### src/rtl/alu_pkg.sv
// ---------------------------------------------------------------------------
// alu_pkg
// Shared definitions for the ALU issue side: 4-bit opcode constants,
// instruction byte field positions and the sequencer state encoding.
// ---------------------------------------------------------------------------
package alu_pkg;

    // Opcodes carried in instruction byte bits [7:4]
    localparam logic [3:0] OP_NOP     = 4'h0;
    localparam logic [3:0] OP_ADD     = 4'h1;
    localparam logic [3:0] OP_SUB     = 4'h2;
    localparam logic [3:0] OP_SHL     = 4'h3;
    localparam logic [3:0] OP_SHR     = 4'h4;
    localparam logic [3:0] OP_AND     = 4'h5;
    localparam logic [3:0] OP_OR      = 4'h6;
    localparam logic [3:0] OP_XOR     = 4'h7;
    localparam logic [3:0] OP_NOT     = 4'h8;
    localparam logic [3:0] OP_ILLEGAL = 4'h9;
    localparam logic [3:0] OP_LOAD    = 4'hA;
    localparam logic [3:0] OP_LT      = 4'hB;
    localparam logic [3:0] OP_EQ      = 4'hC;
    localparam logic [3:0] OP_GT      = 4'hD;
    localparam logic [3:0] OP_LDI     = 4'hE;
    localparam logic [3:0] OP_OUT     = 4'hF;

    // Instruction byte field positions
    localparam int OPC_MSB = 7;
    localparam int OPC_LSB = 4;
    localparam int DST_BIT = 3;
    localparam int SEL_BIT = 2;

    typedef enum logic [1:0] {
        IDLE = 2'd0,
        IMM  = 2'd1,
        EXEC = 2'd2,
        WB   = 2'd3
    } seq_state_t;

endpackage

### src/rtl/alu_sequencer.sv
// ---------------------------------------------------------------------------
// alu_sequencer
// Issue side of the 8-bit ALU. Accepts instruction bytes on a valid/ready
// handshake, keeps a two-entry register file (A, B), drives the ALU for one
// cycle per operation and writes the registered ALU result back one cycle
// later. OUT copies a register to out_data with a one-cycle out_valid strobe.
//
// Ports:
//   clk, rst_n         clock, asynchronous active-low reset
//   instr_valid/ready  instruction byte handshake
//   instr_data         instruction byte or LDI immediate
//   alu_a, alu_b       ALU operands (follow reg_a / reg_b)
//   alu_op             ALU function, non-zero only in EXEC
//   alu_operand        NOT/shift operand select (0=A, 1=B), EXEC only
//   alu_y              registered ALU result
//   reg_a, reg_b       current register values
//   out_valid/out_data OUT readout
//   err                sticky illegal-opcode flag
// ---------------------------------------------------------------------------
module alu_sequencer
    import alu_pkg::*;
#(
    parameter logic [7:0] RESET_A = 8'h00,
    parameter logic [7:0] RESET_B = 8'h00
) (
    input  logic       clk,
    input  logic       rst_n,
    input  logic       instr_valid,
    input  logic [7:0] instr_data,
    output logic       instr_ready,
    output logic [7:0] alu_a,
    output logic [7:0] alu_b,
    output logic [3:0] alu_op,
    output logic       alu_operand,
    input  logic [7:0] alu_y,
    output logic [7:0] reg_a,
    output logic [7:0] reg_b,
    output logic       out_valid,
    output logic [7:0] out_data,
    output logic       err
);

    seq_state_t state_q, state_d;

    logic [7:0] reg_a_q, reg_b_q;
    logic [3:0] opc_q;
    logic       dst_q;
    logic       sel_q;

    logic [3:0] opc_in;
    logic       take;
    logic       load_fields;
    logic       wr_a, wr_b;
    logic [7:0] wr_data;
    logic       out_load;
    logic       err_set;

    assign opc_in = instr_data[OPC_MSB:OPC_LSB];

    // Bytes are only taken while waiting for an instruction or an immediate
    assign instr_ready = (state_q == IDLE) || (state_q == IMM);
    assign take        = instr_valid && instr_ready;

    // The ALU sees a function code only during EXEC; WB must present 0
    assign alu_op      = (state_q == EXEC) ? opc_q : OP_NOP;
    assign alu_operand = (state_q == EXEC) ? sel_q : 1'b0;

    assign alu_a = reg_a_q;
    assign alu_b = reg_b_q;
    assign reg_a = reg_a_q;
    assign reg_b = reg_b_q;

    // State register
    always_ff @(posedge clk or negedge rst_n) begin
        if (!rst_n) begin
            state_q <= IDLE;
        end else begin
            state_q <= state_d;
        end
    end

    // Next-state decode and register-file write selection
    always_comb begin
        state_d     = state_q;
        load_fields = 1'b0;
        wr_a        = 1'b0;
        wr_b        = 1'b0;
        wr_data     = instr_data;
        out_load    = 1'b0;
        err_set     = 1'b0;
        unique case (state_q)
            IDLE: begin
                if (take) begin
                    case (opc_in)
                        OP_NOP: ;
                        OP_ILLEGAL: err_set = 1'b1;
                        OP_OUT: out_load = 1'b1;
                        OP_LDI: begin
                            load_fields = 1'b1;
                            state_d     = IMM;
                        end
                        default: begin
                            load_fields = 1'b1;
                            state_d     = EXEC;
                        end
                    endcase
                end
            end
            IMM: begin
                if (take) begin
                    wr_data = instr_data;
                    wr_a    = !dst_q;
                    wr_b    = dst_q;
                    state_d = IDLE;
                end
            end
            EXEC: begin
                state_d = WB;
            end
            WB: begin
                wr_data = alu_y;
                wr_a    = !dst_q;
                wr_b    = dst_q;
                state_d = IDLE;
            end
            default: state_d = IDLE;
        endcase
    end

    // Latched instruction fields, held through IMM/EXEC/WB
    always_ff @(posedge clk or negedge rst_n) begin
        if (!rst_n) begin
            opc_q <= OP_NOP;
            dst_q <= 1'b0;
            sel_q <= 1'b0;
        end else if (load_fields) begin
            opc_q <= opc_in;
            dst_q <= instr_data[DST_BIT];
            sel_q <= instr_data[SEL_BIT];
        end
    end

    // Two-entry register file; writes only at the end of IMM or WB
    always_ff @(posedge clk or negedge rst_n) begin
        if (!rst_n) begin
            reg_a_q <= RESET_A;
            reg_b_q <= RESET_B;
        end else begin
            if (wr_a) reg_a_q <= wr_data;
            if (wr_b) reg_b_q <= wr_data;
        end
    end

    // OUT readout: strobe for one cycle, data held until the next OUT
    always_ff @(posedge clk or negedge rst_n) begin
        if (!rst_n) begin
            out_valid <= 1'b0;
            out_data  <= 8'h00;
        end else begin
            out_valid <= out_load;
            if (out_load) begin
                out_data <= instr_data[DST_BIT] ? reg_b_q : reg_a_q;
            end
        end
    end

    // Sticky illegal-opcode flag, cleared only by reset
    always_ff @(posedge clk or negedge rst_n) begin
        if (!rst_n) begin
            err <= 1'b0;
        end else if (err_set) begin
            err <= 1'b1;
        end
    end

endmodule

### config.mk
export PLATFORM = sky130hd
export DESIGN_NAME = alu_sequencer
export DESIGN_NICKNAME = d
export VERILOG_FILES = /design/src/rtl/alu_pkg.sv /design/src/rtl/alu_sequencer.sv
export SDC_FILE = /design/constraint.sdc
export NUM_CORES = 1
export LEC_CHECK = 0
export CAP_MARGIN = 20
export CORE_UTILIZATION = 42
export DETAILED_ROUTE_END_ITERATION = 10
export PLACE_DENSITY_LB_ADDON = 0.08
export SYNTH_ARGS = -nofsm -noshare
export SYNTH_HDL_FRONTEND = slang
export SYNTH_SLANG_ARGS = --single-unit
### constraint.sdc
create_clock -name clk -period 2.69 [get_ports clk]
set_input_delay 0.269 -clock clk [delete_from_list [all_inputs] [get_ports clk]]
set_output_delay 0.269 -clock clk [all_outputs]
set_load 0.02 [all_outputs]
After elaboration in Yosys (flattened, before gate mapping)
Index checks and enable logic that the tools add are counted.
- equality and inequality tests: 9
- muxes and demuxes: 21
- reduce and logical (&&, ||, !) cells: 7
- operator list (kind ; count):
    $mux 8 ; 2
    $eq 4x4->1 const B ; 3
    $mux 1 ; 12
    $pmux 2 s4 ; 1
    $ne 2x2->1 const B ; 3
    $eq 2x2->1 const B ; 2
    $logic_not 4->1 ; 1
    $mux 2 ; 2
    $mux 4 ; 1
    $pmux 1 s2 ; 2
    $pmux 2 s2 ; 1
    $reduce_and 3->1 ; 1
    $reduce_or 3->1 ; 1
    $eq 2x1->1 const B ; 1
    $logic_not 2->1 ; 1
    $logic_and 1x1->1 ; 1
    $logic_not 1->1 ; 1
    $logic_or 1x1->1 ; 1
- register bits: 34
- input bits: 19
- output and inout port bits: 48
- logic and storage cells: 46

Depth between registers and ports, before layout
Gate-level depths: netlist of run 1.
- depth in word-level cells: 5
- mapped depth: 7
- depth with buffers taken out: 4

Worst setup path after synthesis of run 1
No wires, ideal clock.
- path type: register to register
- start point: register state_q[1]
- end point: register dst_q
- data arrival time: 1.307 ns
- required time: 2.562 ns
- slack: 1.256 ns
- stages on the path, launching flop included: 5
- path buffers: 1
- path through: dfrtp_1 buf_4 nor3b_4 o211ai_2 mux2_1
- cells in the longest elaborated chain, start to end: 5
- elaborated cells between the ends (all ways): 6
- those cells by class: 1 x eq/ne; 2 x mux; 3 x reduce/logical
- RTL lines (what ; line ; RTL):
    from (decl) ; alu_sequencer.sv:43 ; seq_state_t state_q, state_d;
    from (signal assigned) ; alu_sequencer.sv:78 ; state_q <= state_d;
    $eq 2x1->1 / $logic_not 2->1 (equally long branches) ; alu_sequencer.sv:61, alu_sequencer.sv:91 ;
    $logic_or 1x1->1 ; alu_sequencer.sv:61 ; assign instr_ready = (state_q == IDLE) || (state_q == IMM);
    $logic_and 1x1->1 ; alu_sequencer.sv:62 ; assign take = instr_valid && instr_ready;
    $mux 1 ; alu_sequencer.sv:93 ; if (take) begin
    $mux 1 * ; alu_sequencer.sv:91 ; unique case (state_q)
    to (signal assigned) ; alu_sequencer.sv:138 ; dst_q <= instr_data[DST_BIT];
    to (decl) ; alu_sequencer.sv:47 ; logic dst_q;
Mark *: on every way between the ends. The rest lies on a longest branch, timed or not.
A chain may end at the register's enable or synchronous reset.

Worst setup path in the final report of run 1
- start point: register state_q[1]
- end point: output alu_op[1]
- cells in the longest elaborated chain, start to end: 2
- RTL lines (what ; line ; RTL):
    $eq 2x2->1 ; alu_sequencer.sv:65 ; assign alu_op = (state_q == EXEC) ? opc_q : OP_NOP;
    $mux 4 ; alu_sequencer.sv:65 ;
    to (decl) ; alu_sequencer.sv:33 ; output logic [3:0] alu_op,
Every way passes these cells.

==> results of run 1 <==
-- stage by stage --
stage | instances | power (mW) | worst slack [ps]
final | 271 | 2.92 | 483
after global routing | 271 | 3.10 | 407
after CTS | 271 | 2.95 | 458
after detailed placement | 263 | 2.56 | 604
after global placement | 263 | 2.52 | 661
after floorplan | 174 | 1.94 | 1260
-- cell usage in the layout, fill, tap and decap left out, drive strengths merged, types with 3 or more instances in the layout --
cell type,netlist,routed
clkbuf,3,6
o21ai,27,27
nand3,3,3
nand2,29,29
nor2,5,5
inv,4,4
mux2i,16,16
and2,5,5
a21oi,4,4
clkdlybuf4s50,0,66
dfrtp,34,34
-- worst min path at each step --
stage / slack [ps] / depth (start not counted) / to
after CTS: 410 / 2 / out_data[3]$_DFFE_PN0P_
final: 390 / 2 / out_data[6]$_DFFE_PN0P_
after detailed placement: 460 / 1 / err$_DFFE_PN0P_
after floorplan: -30 / 0 / alu_a[0]$_DFFE_PN0P_
after global routing: 440 / 2 / out_valid$_DFF_PN0_
after global placement: 460 / 2 / out_data[6]$_DFFE_PN0P_
-- power groups by stage --
stage,registers [mW],logic [mW],clock network (mW)
finish,0.968,1.56,0.392
global route,1.00,1.67,0.427
CTS,0.967,1.59,0.402
detailed placement,0.977,1.58,0
global placement,0.958,1.56,0
floorplan,1.13,0.817,0
-- cells in the mapped netlist --
cell type / n
sky130_fd_sc_hd__dfrtp_1: 34
sky130_fd_sc_hd__nand2_1: 29
sky130_fd_sc_hd__o21ai_0: 25
sky130_fd_sc_hd__buf_4: 18
sky130_fd_sc_hd__mux2i_1: 16
sky130_fd_sc_hd__and2_1: 5
sky130_fd_sc_hd__nor2_1: 5
sky130_fd_sc_hd__a21oi_1: 4
sky130_fd_sc_hd__inv_1: 4
sky130_fd_sc_hd__buf_2: 3
sky130_fd_sc_hd__clkbuf_1: 3
sky130_fd_sc_hd__a31oi_1: 2
sky130_fd_sc_hd__and3_1: 2
sky130_fd_sc_hd__buf_6: 2
sky130_fd_sc_hd__mux2_1: 2
sky130_fd_sc_hd__nand3_1: 2
sky130_fd_sc_hd__o21ai_1: 2
sky130_fd_sc_hd__o22ai_1: 2
sky130_fd_sc_hd__a221oi_1: 1
sky130_fd_sc_hd__a22oi_1: 1
sky130_fd_sc_hd__a32oi_1: 1
sky130_fd_sc_hd__a41o_1: 1
sky130_fd_sc_hd__buf_1: 1
sky130_fd_sc_hd__nand3_4: 1
sky130_fd_sc_hd__nor3b_4: 1
sky130_fd_sc_hd__o211ai_1: 1
sky130_fd_sc_hd__o211ai_2: 1
sky130_fd_sc_hd__o31a_1: 1
sky130_fd_sc_hd__o32ai_1: 1
sky130_fd_sc_hd__or2_2: 1
sky130_fd_sc_hd__or3_4: 1
sky130_fd_sc_hd__xor2_1: 1
-- area by class of cell --
cell class,count,area (sq um),area share
Inverter,4,15.0,0.00632
Timing Repair Buffer,68,676,0.284
Multi-Input combinational cell,109,679,0.286
Tap cell,48,60.1,0.0253
Sequential cell,34,851,0.358
Clock inverter,2,12.5,0.00527
Clock buffer,6,82.6,0.0348
-- kinds of logic (layout without fill, tap and decap cells) --
logic type / Yosys count / count (layout)
and+or+nand+nor: 47 / 47
AOI/OAI and AO/OA: 43 / 43
DFF: 34 / 34
buffers and inverters: 31 / 80
muxes: 18 / 18
xor gates and xnor gates: 1 / 1
-- layer usage --
| layer | wire [um] | global-route usage |
|---|---|---|
| met5 | 0 | 0 |
| met4 | 43 | 0.0798 |
| met1 | 1650 | 0.213 |
| met2 | 1960 | 0.338 |
| met3 | 182 | 0.0500 |
-- critical path, cell delays in order (launching register included) --
cell and delay, ps:
sky130_fd_sc_hd__dfrtp_1 490, sky130_fd_sc_hd__inv_1 110, sky130_fd_sc_hd__nor2_1 270, sky130_fd_sc_hd__and2_1 180
sky130_fd_sc_hd__clkdlybuf4s50_1 610
-- state kept, by name, summed over array words and instances (netlist names) --
| signal | cells |
|---|---|
| out_data | 8 |
| err | 1 |
| alu_b | 8 |
| sel_q | 1 |
| state_q | 2 |
| out_valid | 1 |
| alu_a | 8 |
| opc_q | 4 |
| dst_q | 1 |
==> impl_metrics.env, run 1 <==
export IMPL_wirelength_um=3830
export IMPL_grt_first_pass_wirelength_um=6100
export IMPL_syn_area_per_cell_sq_um=9.96
export IMPL_final_weighted_congestion_in_routability_driven_placement=0.831
export IMPL_detailed_place_area_sq_um=2280
export IMPL_synthTopCellsByArea="sky130_fd_sc_hd__dfrtp_1 (49%), sky130_fd_sc_hd__mux2i_1 (9.2%), sky130_fd_sc_hd__buf_4 (7.8%)"
export IMPL_grt_max_degree=35
export IMPL_cts_setup_buffers=0
export IMPL_vdd_ir_drop_worst_mv=0.545
export IMPL_clk_path_buf_depth=2
export IMPL_final_cell_area_sq_um=2380
export IMPL_p_clk_frac=0.134
export IMPL_numCtsBuffers=5
export IMPL_synth_distinct_cells=32
export IMPL_portBuffers=66
export IMPL_first_global_vias=1336
export IMPL_timing_critical_path_required_ps=2420
export IMPL_layout_drive_gt1_share=0.0673
export IMPL_post_synthesis_net_count=193
export IMPL_post_route_util=0.625
export IMPL_synthSimpleGateAreaFrac=0.136
export IMPL_drv_slew=0
export IMPL_yosysTopAreaCellShare=0.491
export IMPL_fillCellCount=318
export IMPL_r2r_end="dst_q$_DFFE_PN0P_"
export IMPL_tritoncts="yes"
export IMPL_ctsRootBufferMaster="sky130_fd_sc_hd__clkbuf_8"
export IMPL_switching_power_share_of_the_total=0.414
export IMPL_die_width_um=66.2
export IMPL_switching_power_mw=1.21
export IMPL_ys_seq_elements=34
export IMPL_clock_latency_ps=280
export IMPL_detail_route_antenna_nets=0
export IMPL_clkSlewWorstSetupHoldPaths_ps=70
export IMPL_yosys_warnings=0
export IMPL_num_nets_final=241
export IMPL_timing_final_crit_period_ps=2210
export IMPL_fin_worst_hold_slack_ps=386
export IMPL_synth_mux_area_fraction=0.105
export IMPL_rsz0062_at_grt="no"
export IMPL_run_status="finished clean"
export IMPL_power_leakage_nw=1.07
export IMPL_worst_slew_pin_slew_ps=620
export IMPL_syn_cell_area_sq_um=1730
export IMPL_cts_sinks=34
export IMPL_critical_path_endpoint_type="primary output"
export IMPL_regToRegSetupSlack_ps=1170
export IMPL_top_level_i_o_count=67
export IMPL_floorplan_initialDensity=0.456
export IMPL_number_of_cells_upsized_or_downsized_after_cts=0
export IMPL_fmax_mhz=453
export IMPL_setup_worst_path_start="state_q[1]$_DFFE_PN0P_"
export IMPL_power_per_cell_area_nw_per_um2=1230
export IMPL_setup_worst_path_start_class="flip-flop"
export IMPL_r2r_worst_path_cells=3
export IMPL_synth_sequential_area_ratio=0.491
export IMPL_gr_usage_all_layers=0.190
export IMPL_diodes=0
export IMPL_internal_power_mw=1.71
export IMPL_level_count_of_the_clock_h_tree=2
export IMPL_place_hpwl_um=2820
export IMPL_setup_viol_count_final=0
export IMPL_category_of_the_most_critical_setup_path="flip-flop to primary output"
export IMPL_core_rowCount=22
export IMPL_seq_power_share=0.331
export IMPL_placeableCoreArea_sq_um=3800
export IMPL_clock_skew_final_ps=4.49
export IMPL_vias_per_cell=5.11
export IMPL_post_synth_inst_count=174
export IMPL_worst_r2r_startpoint="state_q[1]$_DFFE_PN0P_"
export IMPL_timing_max_cap_violations=0
export IMPL_synth_xor_area_frac=0.00505
export IMPL_chipHeight_um=66.2
export IMPL_slew_headroom=0.585
export IMPL_fin_setup_tns_ps=0
export IMPL_antenna_found_initial=0
export IMPL_endpoint="alu_op[1]"
export IMPL_first_iter_violations=55
export IMPL_grt_overflow_total=0
export IMPL_area_growth_pct=37.1
export IMPL_cts_hold_buffers_added=0
export IMPL_power_frac_comb=0.535
export IMPL_cp_arrival_ps=1940
export IMPL_synth_fa_ha_area_frac=0
export IMPL_period_share=0.821
export IMPL_hold_violations=0
export IMPL_crit_fanout=7
export IMPL_detail_route_drc_violations=0
export IMPL_first_pass_iters=4
export IMPL_holdCritPathClass="primary input to async pin"
export IMPL_detailroute_via_count=1385
export IMPL_synth_compound_gate_area_share=0.146
export IMPL_die_area_sq_um=4390
export IMPL_combinational_family_with_the_most_area_after_synthesis="compound AO/OA/AOI/OAI gates"
export IMPL_dominant_cell_type_by_area_after_synthesis="sky130_fd_sc_hd__dfrtp_1"
export IMPL_avgRoutedWirePerCell_um=14.1
(Power assumes the default switching activity.)
==> run 2, diff against run 1 <==
==> constraint.sdc (replaced) <==
create_clock -name clk -period 2.21 [get_ports clk]
set_input_delay 0.221 -clock clk [delete_from_list [all_inputs] [get_ports clk]]
set_output_delay 0.221 -clock clk [all_outputs]
set_load 0.02 [all_outputs]
==> run 2 against run 1 <==
  * Total power increased by 22%
  * First-iteration DRC count grew 36%
  * Sequential cell count unchanged
  * Register-to-register slack got worse by 500 ps
  * Die area is the same
  * Sequential share of layout area fell by 0.26 points
  * Setup slack worse by 350 ps
  * Highest routed layer unchanged
==> impl_metrics.env, run 2 (synthesis results as in run 1) <==
export IMPL_layout_drive_gt1_share=0.0800
export IMPL_cpLargestDelayFamily="buffers and inverters"
export IMPL_critPathBufInv=2
export IMPL_cts_hold_buffers_added=0
export IMPL_wirelength_um=3910
export IMPL_drv_slew=0
export IMPL_die_width_um=66.2
export IMPL_cp_cell_sequence="inv_1 > nor2_2 > and2_1 > clkdlybuf4s50_1"
export IMPL_cp_num_cells=4
export IMPL_area_growth_pct=38.1
export IMPL_num_nets_final=243
export IMPL_floorplan_initialDensity=0.456
export IMPL_placeableCoreArea_sq_um=3800
export IMPL_met3RoutedLength_um=201
export IMPL_detailroute_via_count=1393
export IMPL_crit_path_top_delay_cell="sky130_fd_sc_hd__clkdlybuf4s50_1"
export IMPL_internal_power_mw=2.09
export IMPL_clock_latency_ps=290
export IMPL_maxUsedRoutingLayer="met4"
export IMPL_fmax_mhz=481
export IMPL_portBuffers=66
export IMPL_category_of_the_most_critical_setup_path="flip-flop to primary output"
export IMPL_gr_usage_all_layers=0.205
export IMPL_ctsRootBufferMaster="sky130_fd_sc_hd__clkbuf_8"
export IMPL_cp_arrival_ps=1860
export IMPL_seq_power_share=0.331
export IMPL_holdCritPathClass="primary input to async pin"
export IMPL_first_pass_iters=4
export IMPL_chipHeight_um=66.2
export IMPL_p_clk_frac=0.135
export IMPL_grt_overflow_total=0
export IMPL_numCtsBuffers=5
export IMPL_cts_sinks=34
export IMPL_antenna_found_initial=0
export IMPL_grt_first_pass_wirelength_um=6470
export IMPL_post_route_util=0.630
export IMPL_critPathMaxStageDelay_ps=600
export IMPL_timing_final_crit_period_ps=2080
export IMPL_cts_setup_buffers=0
export IMPL_period_share=0.940
export IMPL_detail_route_drc_violations=0
export IMPL_rsz0062_at_grt="no"
export IMPL_slew_headroom=0.571
export IMPL_hold_violations=0
export IMPL_final_weighted_congestion_in_routability_driven_placement=0.851
export IMPL_leading_cell_type_in_the_layout_fill_and_taps_excluded="sky130_fd_sc_hd__clkdlybuf4s50_1"
export IMPL_switching_power_share_of_the_total=0.415
export IMPL_vdd_ir_drop_worst_mv=0.613
export IMPL_r2r_worst_path_cells=3
export IMPL_clkSlewWorstSetupHoldPaths_ps=70
export IMPL_top_level_i_o_count=67
export IMPL_power_leakage_nw=1.08
export IMPL_power_frac_comb=0.534
export IMPL_level_count_of_the_clock_h_tree=2
export IMPL_critical_path_endpoint_type="primary output"
export IMPL_fin_setup_tns_ps=0
export IMPL_power_per_cell_area_nw_per_um2=1490
export IMPL_core_rowCount=22
export IMPL_first_iter_violations=75
export IMPL_vias_per_cell=5.10
export IMPL_worst_slew_pin_slew_ps=641
export IMPL_met2RoutedLength_um=1980
export IMPL_clk_path_buf_depth=2
export IMPL_highest_count_cells_in_the_layout_ignoring_fill_and_taps="sky130_fd_sc_hd__clkdlybuf4s50_1 (66), sky130_fd_sc_hd__dfrtp_1 (34), sky130_fd_sc_hd__nand2_1 (29)"
export IMPL_fillCellCount=323
export IMPL_setup_viol_count_final=0
export IMPL_avgRoutedWirePerCell_um=14.3
export IMPL_switching_power_mw=1.48
export IMPL_first_global_vias=1354
export IMPL_detail_route_antenna_nets=0
export IMPL_die_area_sq_um=4390
export IMPL_timing_max_cap_violations=0
export IMPL_grt_max_degree=35
export IMPL_crit_fanout=7
export IMPL_setup_worst_path_start_class="flip-flop"
export IMPL_tritoncts="yes"
export IMPL_timing_critical_path_required_ps=1990
export IMPL_met1Wirelength_um=1660
export IMPL_clock_skew_final_ps=6.58
export IMPL_diodes=0
export IMPL_run_status="finished clean"
export IMPL_place_hpwl_um=2890
==> run 2: worst paths after layout <==
check / from / to / slack [ps]
setup / recovery: state_q[1]$_DFFE_PN0P_ / alu_op[0] / 130
hold / removal: rst_n / out_data[4]$_DFFE_PN0P_ / 340
setup reg to reg: state_q[0]$_DFFE_PN0P_ / sel_q$_DFFE_PN0P_ / 670
hold reg to reg: out_data[0]$_DFFE_PN0P_ / out_data[0]$_DFFE_PN0P_ / 480
max in group asynchronous: rst_n / alu_b[2]$_DFFE_PN0P_ / 1560
min in group clk: out_data[0]$_DFFE_PN0P_ / out_data[0]$_DFFE_PN0P_ / 480
==> run 2: final cells by class <==
cell class                 instances  area [sq um]  share of cell area
sequential                        34           851               0.355
inverter                           4          15.0             0.00627
timing repair buffer              70           691               0.289
clock buffer                       6          82.6              0.0345
multi-input combinational        109           682               0.285
clock inverter                     2          12.5             0.00523
tap                               48          60.1              0.0251
==> run 2: timing repair <==
item / CTS / global route
setup endpoints to repair: 0 / 5
resized for setup: 0 / 1
endpoints found under the hold margin: 0 / 0
==> run 2: routing by layer <==
| metal | global-route usage | up-vias |
|---|---|---|
| met3 | 0.0655 | 6 |
| met5 | 0 | - |
| met2 | 0.349 | 50 |
| met1 | 0.234 | 655 |
| li1 | - | 682 |
| met4 | 0.0904 | 0 |
==> run 2: stage by stage <==
stage	std cells	worst slack, ps	cell area [sq um]	hold WS [ps]	total power, mW
floorplan	174	776	1730	-74.6	2.37
CTS	273	14.0	2390	349	3.61
detailed placement	265	350	2300	469	3.12
global placement	265	394	2300	460	3.07
finish	273	132	2390	337	3.57
global route	273	14.4	2390	392	3.81
==> run 2: power groups by stage <==
stage / sequential, mW / clock (mW) / combinational, mW
finish: 1.18 / 0.481 / 1.91
floorplan: 1.37 / 0 / 0.995
global route: 1.23 / 0.514 / 2.06
global placement: 1.16 / 0 / 1.90
detailed placement: 1.19 / 0 / 1.93
CTS: 1.18 / 0.491 / 1.93
